File: src/rtl/axi4slave_sram.sv
// axi4slave_sram: AXI4 slave that executes read/write bursts one 32-bit word
// per beat on a single-port SRAM-style memory. One transaction at a time,
// INCR bursts up to 256 beats, round-robin tie-break between AR and AW.
// Optional feature macro: AXI4SLAVE_ADDR_CHECK_EN. When it is defined,
// transactions whose start address falls outside [ADDR_BASE, ADDR_BASE+ADDR_SIZE)
// are answered with DECERR and never touch the memory.
module axi4slave_sram #(
    parameter logic [31:0] ADDR_BASE = 32'h0000_0000,
    parameter logic [31:0] ADDR_SIZE = 32'h0001_0000
) (
    input  logic        ACLK,
    input  logic        ARESETn,
    // write address channel
    input  logic        AWID,
    input  logic [31:0] AWADDR,
    input  logic [7:0]  AWLEN,
    input  logic [2:0]  AWSIZE,
    input  logic [1:0]  AWBURST,
    input  logic        AWLOCK,
    input  logic [3:0]  AWCACHE,
    input  logic [2:0]  AWPROT,
    input  logic [3:0]  AWQOS,
    input  logic [3:0]  AWREGION,
    input  logic        AWUSER,
    input  logic        AWVALID,
    output logic        AWREADY,
    // write data channel
    input  logic        WID,
    input  logic [31:0] WDATA,
    input  logic [3:0]  WSTRB,
    input  logic        WLAST,
    input  logic        WUSER,
    input  logic        WVALID,
    output logic        WREADY,
    // write response channel
    output logic        BID,
    output logic [1:0]  BRESP,
    output logic        BUSER,
    output logic        BVALID,
    input  logic        BREADY,
    // read address channel
    input  logic        ARID,
    input  logic [31:0] ARADDR,
    input  logic [7:0]  ARLEN,
    input  logic [2:0]  ARSIZE,
    input  logic [1:0]  ARBURST,
    input  logic        ARLOCK,
    input  logic [3:0]  ARCACHE,
    input  logic [2:0]  ARPROT,
    input  logic [3:0]  ARQOS,
    input  logic [3:0]  ARREGION,
    input  logic        ARUSER,
    input  logic        ARVALID,
    output logic        ARREADY,
    // read data channel
    output logic        RID,
    output logic [31:0] RDATA,
    output logic [1:0]  RRESP,
    output logic        RLAST,
    output logic        RUSER,
    output logic        RVALID,
    input  logic        RREADY,
    // SRAM side
    output logic [31:0] mem_addr,
    output logic [31:0] mem_wdata,
    input  logic [31:0] mem_rdata,
    output logic        mem_c_en,
    output logic        mem_w_en,
    output logic [3:0]  mem_b_en,
    input  logic        mem_error,
    input  logic        mem_stall
);

    typedef enum logic [2:0] {
        IDLE    = 3'd0,
        WR_DATA = 3'd1,
        WR_MEM  = 3'd2,
        WR_RESP = 3'd3,
        RD_MEM  = 3'd4,
        RD_WAIT = 3'd5,
        RD_DATA = 3'd6
    } state_e;

    state_e      state_q, state_d;
    logic [31:0] addr_q, addr_d;
    logic [7:0]  cnt_q, cnt_d;
    logic        id_q, id_d;
    logic [31:0] wdata_q, wdata_d;
    logic [3:0]  wstrb_q, wstrb_d;
    logic        err_q, err_d;        // sticky SRAM error over a write burst
    logic        decerr_q, decerr_d;  // current transaction is outside the window
    logic        last_rd_q, last_rd_d; // last grant went to the read channel
    logic        arready_q, arready_d;
    logic        awready_q, awready_d;
    logic [31:0] rdata_q, rdata_d;
    logic [1:0]  rresp_q, rresp_d;

`ifdef AXI4SLAVE_ADDR_CHECK_EN
    // Window test written as an offset compare so BASE+SIZE may reach 2^32.
    function automatic logic addr_hit(input logic [31:0] a);
        addr_hit = (a >= ADDR_BASE) && ((a - ADDR_BASE) < ADDR_SIZE);
    endfunction
`endif

    // Sideband inputs and the byte-offset address bits carry no meaning here.
    logic unused_sideband_s;
    assign unused_sideband_s = ^{AWSIZE, AWBURST, AWLOCK, AWCACHE, AWPROT, AWQOS,
                                 AWREGION, AWUSER, ARSIZE, ARBURST, ARLOCK, ARCACHE,
                                 ARPROT, ARQOS, ARREGION, ARUSER, WID, WLAST, WUSER,
                                 AWADDR[1:0], ARADDR[1:0]
`ifndef AXI4SLAVE_ADDR_CHECK_EN
                                 , ADDR_BASE, ADDR_SIZE
`endif
                                 };

    // State and datapath registers; reset aborts any transaction in flight.
    always_ff @(posedge ACLK or negedge ARESETn) begin
        if (!ARESETn) begin
            state_q   <= IDLE;
            addr_q    <= 32'h0000_0000;
            cnt_q     <= 8'd0;
            id_q      <= 1'b0;
            wdata_q   <= 32'h0000_0000;
            wstrb_q   <= 4'h0;
            err_q     <= 1'b0;
            decerr_q  <= 1'b0;
            last_rd_q <= 1'b0;
            arready_q <= 1'b0;
            awready_q <= 1'b0;
            rdata_q   <= 32'h0000_0000;
            rresp_q   <= 2'b00;
        end else begin
            state_q   <= state_d;
            addr_q    <= addr_d;
            cnt_q     <= cnt_d;
            id_q      <= id_d;
            wdata_q   <= wdata_d;
            wstrb_q   <= wstrb_d;
            err_q     <= err_d;
            decerr_q  <= decerr_d;
            last_rd_q <= last_rd_d;
            arready_q <= arready_d;
            awready_q <= awready_d;
            rdata_q   <= rdata_d;
            rresp_q   <= rresp_d;
        end
    end

    // Next-state logic, datapath updates and registered AR/AW ready arbitration.
    always_comb begin
        state_d   = state_q;
        addr_d    = addr_q;
        cnt_d     = cnt_q;
        id_d      = id_q;
        wdata_d   = wdata_q;
        wstrb_d   = wstrb_q;
        err_d     = err_q;
        decerr_d  = decerr_q;
        last_rd_d = last_rd_q;
        rdata_d   = rdata_q;
        rresp_d   = rresp_q;
        arready_d = 1'b0;
        awready_d = 1'b0;

        case (state_q)
            IDLE: begin
                if (arready_q && ARVALID) begin
                    id_d      = ARID;
                    addr_d    = {ARADDR[31:2], 2'b00};
                    cnt_d     = ARLEN;
                    last_rd_d = 1'b1;
`ifdef AXI4SLAVE_ADDR_CHECK_EN
                    decerr_d  = ~addr_hit(ARADDR);
`else
                    decerr_d  = 1'b0;
`endif
                    state_d   = RD_MEM;
                end else if (awready_q && AWVALID) begin
                    id_d      = AWID;
                    addr_d    = {AWADDR[31:2], 2'b00};
                    cnt_d     = AWLEN;
                    last_rd_d = 1'b0;
                    err_d     = 1'b0;
`ifdef AXI4SLAVE_ADDR_CHECK_EN
                    decerr_d  = ~addr_hit(AWADDR);
`else
                    decerr_d  = 1'b0;
`endif
                    state_d   = WR_DATA;
                end else begin
                    state_d = IDLE;
                end
            end
            WR_DATA: begin
                if (WVALID) begin
                    wdata_d = WDATA;
                    wstrb_d = WSTRB;
                    state_d = WR_MEM;
                end else begin
                    state_d = WR_DATA;
                end
            end
            WR_MEM: begin
                // A decoded-out beat makes no access, so a stall cannot hold it.
                if (mem_stall && !decerr_q) begin
                    state_d = WR_MEM;
                end else begin
                    err_d = err_q | (mem_error & ~decerr_q);
                    if (cnt_q == 8'd0) begin
                        state_d = WR_RESP;
                    end else begin
                        cnt_d   = cnt_q - 8'd1;
                        addr_d  = addr_q + 32'd4;
                        state_d = WR_DATA;
                    end
                end
            end
            WR_RESP: begin
                if (BREADY) begin
                    err_d    = 1'b0;
                    decerr_d = 1'b0;
                    state_d  = IDLE;
                end else begin
                    state_d = WR_RESP;
                end
            end
            RD_MEM: begin
                if (mem_stall && !decerr_q) begin
                    state_d = RD_MEM;
                end else begin
                    state_d = RD_WAIT;
                end
            end
            RD_WAIT: begin
                if (decerr_q) begin
                    rdata_d = 32'h0000_0000;
                    rresp_d = 2'b11;
                end else begin
                    rdata_d = mem_rdata;
                    rresp_d = mem_error ? 2'b10 : 2'b00;
                end
                state_d = RD_DATA;
            end
            RD_DATA: begin
                if (RREADY) begin
                    if (cnt_q == 8'd0) begin
                        decerr_d = 1'b0;
                        state_d  = IDLE;
                    end else begin
                        cnt_d   = cnt_q - 8'd1;
                        addr_d  = addr_q + 32'd4;
                        state_d = RD_MEM;
                    end
                end else begin
                    state_d = RD_DATA;
                end
            end
            default: begin
                state_d = IDLE;
            end
        endcase

        // Ready is registered: decided one cycle ahead from the valids seen now.
        if (state_d == IDLE) begin
            if (ARVALID && AWVALID) begin
                arready_d = ~last_rd_d;
                awready_d = last_rd_d;
            end else if (ARVALID) begin
                arready_d = 1'b1;
            end else if (AWVALID) begin
                awready_d = 1'b1;
            end else begin
                arready_d = 1'b0;
                awready_d = 1'b0;
            end
        end else begin
            arready_d = 1'b0;
            awready_d = 1'b0;
        end
    end

    assign ARREADY   = arready_q;
    assign AWREADY   = awready_q;
    assign WREADY    = (state_q == WR_DATA);
    assign BVALID    = (state_q == WR_RESP);
    assign BID       = id_q;
    assign BRESP     = !BVALID ? 2'b00 : (decerr_q ? 2'b11 : (err_q ? 2'b10 : 2'b00));
    assign BUSER     = 1'b0;
    assign RVALID    = (state_q == RD_DATA);
    assign RID       = id_q;
    assign RDATA     = rdata_q;
    assign RRESP     = rresp_q;
    assign RLAST     = RVALID && (cnt_q == 8'd0);
    assign RUSER     = 1'b0;

    assign mem_addr  = addr_q;
    assign mem_wdata = wdata_q;
    assign mem_c_en  = ((state_q == WR_MEM) || (state_q == RD_MEM)) && !decerr_q;
    assign mem_w_en  = (state_q == WR_MEM) && !decerr_q;
    assign mem_b_en  = (state_q == WR_MEM) ? wstrb_q : 4'hF;

endmodule

File: config.mk
export PLATFORM = sky130hd
export DESIGN_NAME = axi4slave_sram
export DESIGN_NICKNAME = d
export VERILOG_FILES = /design/src/rtl/axi4slave_sram.sv
export SDC_FILE = /design/constraint.sdc
export NUM_CORES = 1
export LEC_CHECK = 0
export CORE_ASPECT_RATIO = 2
export CORE_UTILIZATION = 34
export CTS_BUF_LIST = sky130_fd_sc_hd__clkbuf_8
export CTS_CLUSTER_DIAMETER = 200
export DETAILED_ROUTE_END_ITERATION = 8
export PLACE_DENSITY = 0.73
export SLEW_MARGIN = 15
export SYNTH_ARGS = -nofsm -noshare
export SYNTH_HDL_FRONTEND = slang
export SYNTH_SLANG_ARGS = --single-unit
File: constraint.sdc
create_clock -name ACLK -period 2.1 [get_ports ACLK]
set_input_delay 0.42 -clock ACLK [delete_from_list [all_inputs] [get_ports ACLK]]
set_output_delay 0.42 -clock ACLK [all_outputs]
set_load 0.005 [all_outputs]
==> flow_summary.yaml, run 1 <==
status:
  status: "complete, but fails checks"
  violations: "setup timing"
global_route:
  grt_max_degree: 43
  antenna_found_initial: 0
  grt_first_pass_wirelength_um: 31350
  grt_pass1_vias: 6110
  grt_usage_pct: 23.03
  overflow: 0
floorplan:
  ioPinCount: 322
  row_count: 68
  die_y_um: 190.2
  core_area_um2: 17270
  start_util_pct: 34.84
  dieWidth_um: 96.08
  dieArea_um2: 18270
clock_tree:
  cts_max_level: 4
  clk_pin_slew_ns: 0.07
  numCtsBuffers: 17
  clockRootBuffer: "clkbuf_8"
  cts_tree: "yes"
  cts_sinks: 115
  clk_path_buf_depth: 2
  insertion_delay_ns: 0.44
sta:
  fmax_mhz: 461.1
  fin_ws_ns: -0.06894
  grt_setup_unrepaired: "yes"
  finalSetupViolCount: 1
  fin_worst_skew_ns: 0.01716
  min_period_ns: 2.169
  drv_slew: 0
  min_period_over_period_pct: 103.3
  hold_viol: 0
worst_setup_path:
  path_buf_inv: 3
  setup.worst_path.start: "cnt_q[0]$_DFFE_PN0P_"
  start_kind: "flop"
  path_max_fanout: 3
  crit_family: "simple AND/OR/NAND/NOR gates"
  cp_slowest_cell: "dfrtp_1"
  crit_type: "flop to output pin"
  crit_path_max_incr_delay_ns: 0.39
  end_kind: "output pin"
  critical_path_arrival_ns: 1.75
  worstPathCellList: "inv_2, ha_4, nor4b_4, buf_4, nand2_4, nor3_2, buf_2"
  worstPathRequired_ns: 1.68
  reg2reg_slack_ns: 0.07
  r2r-start: "mem_addr[2]$_DFFE_PN0P_"
cells_and_area:
  insertedDiodeCount: 0
  fin_cells: 1137
  nNetsFinal: 1124
  drive_gt1_share_pct: 19.63
  syn2layout_area_growth_pct: 61.27
synth:
  synth_cells: 604
  ys_ff_latch: 115
  synth_area_um2: 6018
  ys_types: 61
  synth_area_leader_cell: "dfrtp_1"
  synth_top_area_share_pct: 47.82
  yosysSeqAreaShare_pct: 47.82
  syn_avg_cell_area_um2: 9.964
  yosys_warnings: 0
  synth_edf_count: 0
  synth_area_leaders: "dfrtp_1 (48%), mux2_2 (10%), nand2_1 (5.6%), a21oi_1 (4.5%), mux2_1 (2.4%)"
  dominantRegCellSynth: "dfrtp_1"
  asyncSetResetFlopFracSynth_pct: 100.0
placed_design:
  port_buffers: 264
  dp_slack_ns: -0.08546
  dp_cells: 1098
  dp_hpwl_um: 15390
  globalplace.congestion: 0.8364
route:
  firstDrtPassIters: 6
  route.vias.total: 5941
  avgViaCountPerCell: 5.225
  ant_nets: 0
  drt_iter0_markers: 217
  wl_per_cell_um: 18.06
  drc: 0
  wirelength_um: 20540
power_and_ir_drop:
  p_total_mw: 12.49
  vdd_ir_drop_max_v: 0.0007498
  p_leak_nw: 4.018
  powerDensity_nw_per_um2: 1287
hold_path:
  hp-class: "input pin to async pin"
job:
  max-cap-violations: 0
## cell usage after synthesis (all sizes together) (2+ instances only)
library cell / instances
nor3: 9
o41ai: 4
nand3: 27
dfrtp: 115
and2: 6
a211oi: 3
nor4: 3
buf: 26
or4: 3
a32o: 5
or3: 8
inv: 6
nand4: 6
nor2: 26
and4: 5
o21ai: 26
a2bb2oi: 7
o22ai: 3
and3: 11
a32oi: 2
clkbuf: 22
mux2i: 8
a211o: 2
nand2: 90
o31ai: 12
a31oi: 6
nand2b: 6
ha: 3
mux2: 69
nor3b: 2
a22o: 2
o21a: 2
a21oi: 56
o22a: 9
## where the power goes
part           internal (mW)  switching [mW]  total (mW)  leakage, nW
sequential              3.31           0.762        4.07         1.35
combinational           3.81            2.75        6.56         2.50
clock                  0.914           0.950        1.86        0.165
total                   8.03            4.46        12.5         4.02
## final timing paths
| path | endpoint | cells past startpoint |
|---|---|---|
| worst max-delay path | RLAST | 7 |
| worst min-delay path | wstrb_q[3]$_DFFE_PN0P_ | 2 |
| worst max register to register | mem_addr[14]$_DFFE_PN0P_ | 7 |
| worst min register to register | RDATA[20]$_DFFE_PN0P_ | 1 |
| max in group asynchronous | mem_wdata[9]$_DFFE_PN0P_ | 3 |
| min in group ACLK | RDATA[20]$_DFFE_PN0P_ | 1 |
## per-stage QoR
step                setup TNS [ns]  instance area (um2)  hold slack, ns  util [%]
global route               -0.1846                 9706          0.4237     56.19
global placement           -0.5314                 9244          0.3414     53.52
floorplan                        0                 6037          0.1244         -
CTS                        -0.2013                 9639          0.4007     55.81
detailed placement          -1.098                 9244          0.3423     53.52
finish                    -0.06894                 9706          0.4136     56.19
## cells in the final DEF, fill, tap and decap left out, types with 7 or more instances in the layout
cell type          n
or3_1              7
o22a_1             9
dfrtp_1          114
nand2_1           89
o21ai_1           10
nand3_1           27
a21oi_1           54
mux2_2            56
clkdlybuf4s50_1  252
o21ai_0           16
buf_4             65
a2bb2oi_1          7
dlygate4sd2_1      7
nor3_1             7
o31ai_1           12
and3_1            10
nor2_1            26
mux2i_1            8
clkbuf_8          17
mux2_1            13
## worst register-to-register path, cell delays in order, from the launching register on
cell     delay (ns)
dfrtp_1        0.36
ha_1           0.20
and3_2         0.28
nand4_1        0.22
buf_4          0.21
nor2_1         0.31
a32oi_1        0.16
o22a_1         0.19
## kinds of logic (layout without fill, tap and decap cells)
| group | after synthesis | count (layout) | synth area share, % |
|---|---|---|---|
| AOI/OAI and AO/OA | 147 | 147 | 15.99 |
| xor gates and xnor gates | 1 | 1 | 0.1456 |
| adders and majority gates | 3 | 3 | 0.6238 |
| buffers and inverters | 54 | 372 | 4.200 |
| DFF | 115 | 115 | 47.82 |
| muxes | 77 | 77 | 14.24 |
| other | 1 | 6 | 0.06231 |
| and+or+nand+nor | 206 | 206 | 16.92 |
## repair_timing
action	CTS	global route
buffers inserted	4	3
setup endpoints to repair	11	14
resized for setup	18	17
pin swaps	0	4
endpoints found under the hold margin	18	0
hold buffers	1	0
## state kept, by name (all words and copies together) (netlist names)
name and flops:
err_q 1, RDATA 32, AWREADY 1, ARREADY 1, mem_wdata 32, mem_addr 30
last_rd_q 1, BID 1, wstrb_q 4, cnt_q 8, state_q 3, RRESP 1
## layer usage
layer | track usage (%) | vias up | wire length [um]
met1 | 23.27 | 2849 | 7212
met3 | 7.674 | 49 | 1537
met5 | 0 | - | 0
li1 | - | 2811 | -
met2 | 40.64 | 232 | 10900
met4 | 11.94 | 0 | 888
## layout make-up
type | count | area, um2
multi-input combinational | 440 | 2962
sequential | 115 | 2879
fill | 1549 | 7566
timing repair buffer | 335 | 3228
inverter | 6 | 22.52
tap | 210 | 262.8
clock buffer | 17 | 234.0
clock inverter | 14 | 117.6
Note: power is estimated with default switching activity, not from simulation.
==> inputs of run 2 (changes only) <==
==> constraint.sdc (replaced) <==
create_clock -name ACLK -period 2.1 [get_ports ACLK]
set_input_delay 0.42 -clock ACLK [delete_from_list [all_inputs] [get_ports ACLK]]
set_output_delay 0.42 -clock ACLK [all_outputs]
set_load 0.01 [all_outputs]
==> run 2 against run 1 <==
Effect of this change:
- the flow finishes with violations (hold timing, setup timing)
- die area stayed put
- register-to-register slack worse by 0.06 ns
- via count is 1.4% higher
- hold slack worse by 0.43 ns
- first-iteration DRC count is 13% lower
- critical path type unchanged
- largest power group unchanged
==> flow_summary.yaml, run 2 (synthesized netlist as in run 1, its figures left out) <==
cells_and_area:
  ff_latch_area_um2: 2879
  multi_input_area_um2: 2983
  nNetsFinal: 1134
  final_cell_mix: "clkdlybuf4s50_1 (252), dfrtp_1 (114), nand2_1 (90)"
  insertedDiodeCount: 0
  final_area_um2: 9854
  fin_cells: 1148
  drive_gt1_share_pct: 21.64
  syn2layout_area_growth_pct: 63.74
  fillers: 1546
  layout_commonest_cell: "clkdlybuf4s50_1"
worst_setup_path:
  crit_type: "flop to output pin"
  path_max_fanout: 2
  critical_path_arrival_ns: 1.77
  worstPathRequired_ns: 1.68
  start_kind: "flop"
  end_kind: "output pin"
clock_tree:
  insertion_delay_ns: 0.43
  clk_path_buf_depth: 2
  clk_pin_slew_ns: 0.08
  cts_sinks: 115
  cts_tree: "yes"
  hold_buffers: 0
  clockRootBuffer: "clkbuf_8"
  cts_max_level: 4
  numCtsBuffers: 17
status:
  status: "complete, but fails checks"
  violations: "hold timing, setup timing"
floorplan:
  row_count: 68
  core_area_um2: 17270
  dieWidth_um: 96.08
  start_util_pct: 34.84
  dieArea_um2: 18270
  ioPinCount: 322
  die_y_um: 190.2
sta:
  fmax_mhz: 455.7
  finalSetupViolCount: 1
  min_period_ns: 2.194
  fin_worst_skew_ns: 0.009721
  hold_viol: 4
  min_period_over_period_pct: 104.5
  fin_ws_ns: -0.09449
  whs_ns: -0.01315
  drv_slew: 0
  grt_setup_unrepaired: "yes"
global_route:
  overflow: 0
  grtUsageMet1_pct: 22.57
  grt_max_degree: 84
  grt_usage_pct: 23.47
  antenna_found_initial: 0
  grt_pass1_vias: 6219
  gr-usage-met2_pct: 43.21
  grt_first_pass_wirelength_um: 31870
  grt_busiest_layer: "met2"
  use_met3_pct: 7.314
route:
  drc: 0
  ant_nets: 0
  drt_iter0_markers: 189
  route.vias.total: 6022
  wl_per_cell_um: 18.28
  firstDrtPassIters: 4
  avgViaCountPerCell: 5.246
  wirelength_um: 20980
power_and_ir_drop:
  vdd_ir_drop_max_v: 0.0007258
  powerDensity_nw_per_um2: 1366
  p_leak_nw: 4.082
placed_design:
  place_area_um2: 9269
  dp_slack_ns: -0.1312
  dp_hpwl_um: 15590
  port_buffers: 264
  globalplace.congestion: 0.8469
  dp_cells: 1103
hold_path:
  hp-class: "input pin to async pin"
job:
  max-cap-violations: 0
==> run 2: per-layer routing <==
| layer | part of all wire [%] | up-vias |
|---|---|---|
| met3 | 7.7 | 45 |
| met5 | 0 | - |
| li1 | - | 2833 |
| met4 | 3.9 | 0 |
| met1 | 34 | 2897 |
| met2 | 55 | 247 |
==> run 2: metrics by stage <==
step | hold slack, ns | power [mW] | TNS [ns] | util (%)
2_1_floorplan | 0.1244 | 7.278 | 0 | -
3_3_place_gp | 0.4732 | 10.85 | -0.8347 | 53.67
3_5_place_dp | 0.4806 | 10.99 | -1.273 | 53.67
4_1_cts | 0.002369 | 13.39 | -0.1047 | 56.35
5_1_grt | 0.03971 | 14.30 | -0.2073 | 57.06
6_report | -0.01315 | 13.46 | -0.09449 | 57.06
==> run 2: worst paths after layout <==
kind | cells after the start | startpoint | slack [ns] | end
worst max register to register | 7 | mem_addr[2]$_DFFE_PN0P_ | 0.01 | mem_addr[14]$_DFFE_PN0P_
min in group ACLK | 1 | RDATA[27]$_DFFE_PN0P_ | 0.49 | RDATA[27]$_DFFE_PN0P_
max in group asynchronous | 2 | ARESETn | 1.70 | RDATA[22]$_DFFE_PN0P_
worst min register to register | 1 | RDATA[27]$_DFFE_PN0P_ | 0.49 | RDATA[27]$_DFFE_PN0P_
worst min-delay path | 2 | ARESETn | -0.01 | mem_wdata[21]$_DFFE_PN0P_
worst max-delay path | 6 | cnt_q[1]$_DFFE_PN0P_ | -0.09 | RLAST
==> run 2: final cells by class <==
cell class	instances	share of cell area [%]
multi-input cells	440	30.27
repair buffers	345	33.29
inverters	6	0.2285
flip-flops and latches	115	29.22
clock inverters	14	1.816
well taps	210	2.666
clock buffers	18	2.514
==> run 2: timing repair <==
action,4_1_cts,5_1_grt
resized for setup,36,17
pin swaps,0,5
cloned,0,1
buffers inserted,4,8
setup endpoints to repair,17,20
==> run 2: critical path: stages (launching register included) <==
cell     delay [ns]
dfrtp_1        0.40
inv_2          0.08
ha_4           0.12
nor4b_4        0.22
nand2_1        0.13
nor3_2         0.21
buf_2          0.18
==> run 2: power breakdown <==
part	internal, mW	switching [mW]	leakage, nW
Combinational	3.95	3.22	2.52
Sequential	3.31	0.743	1.35
Clock	1.22	1.02	0.206
Total	8.48	4.98	4.08
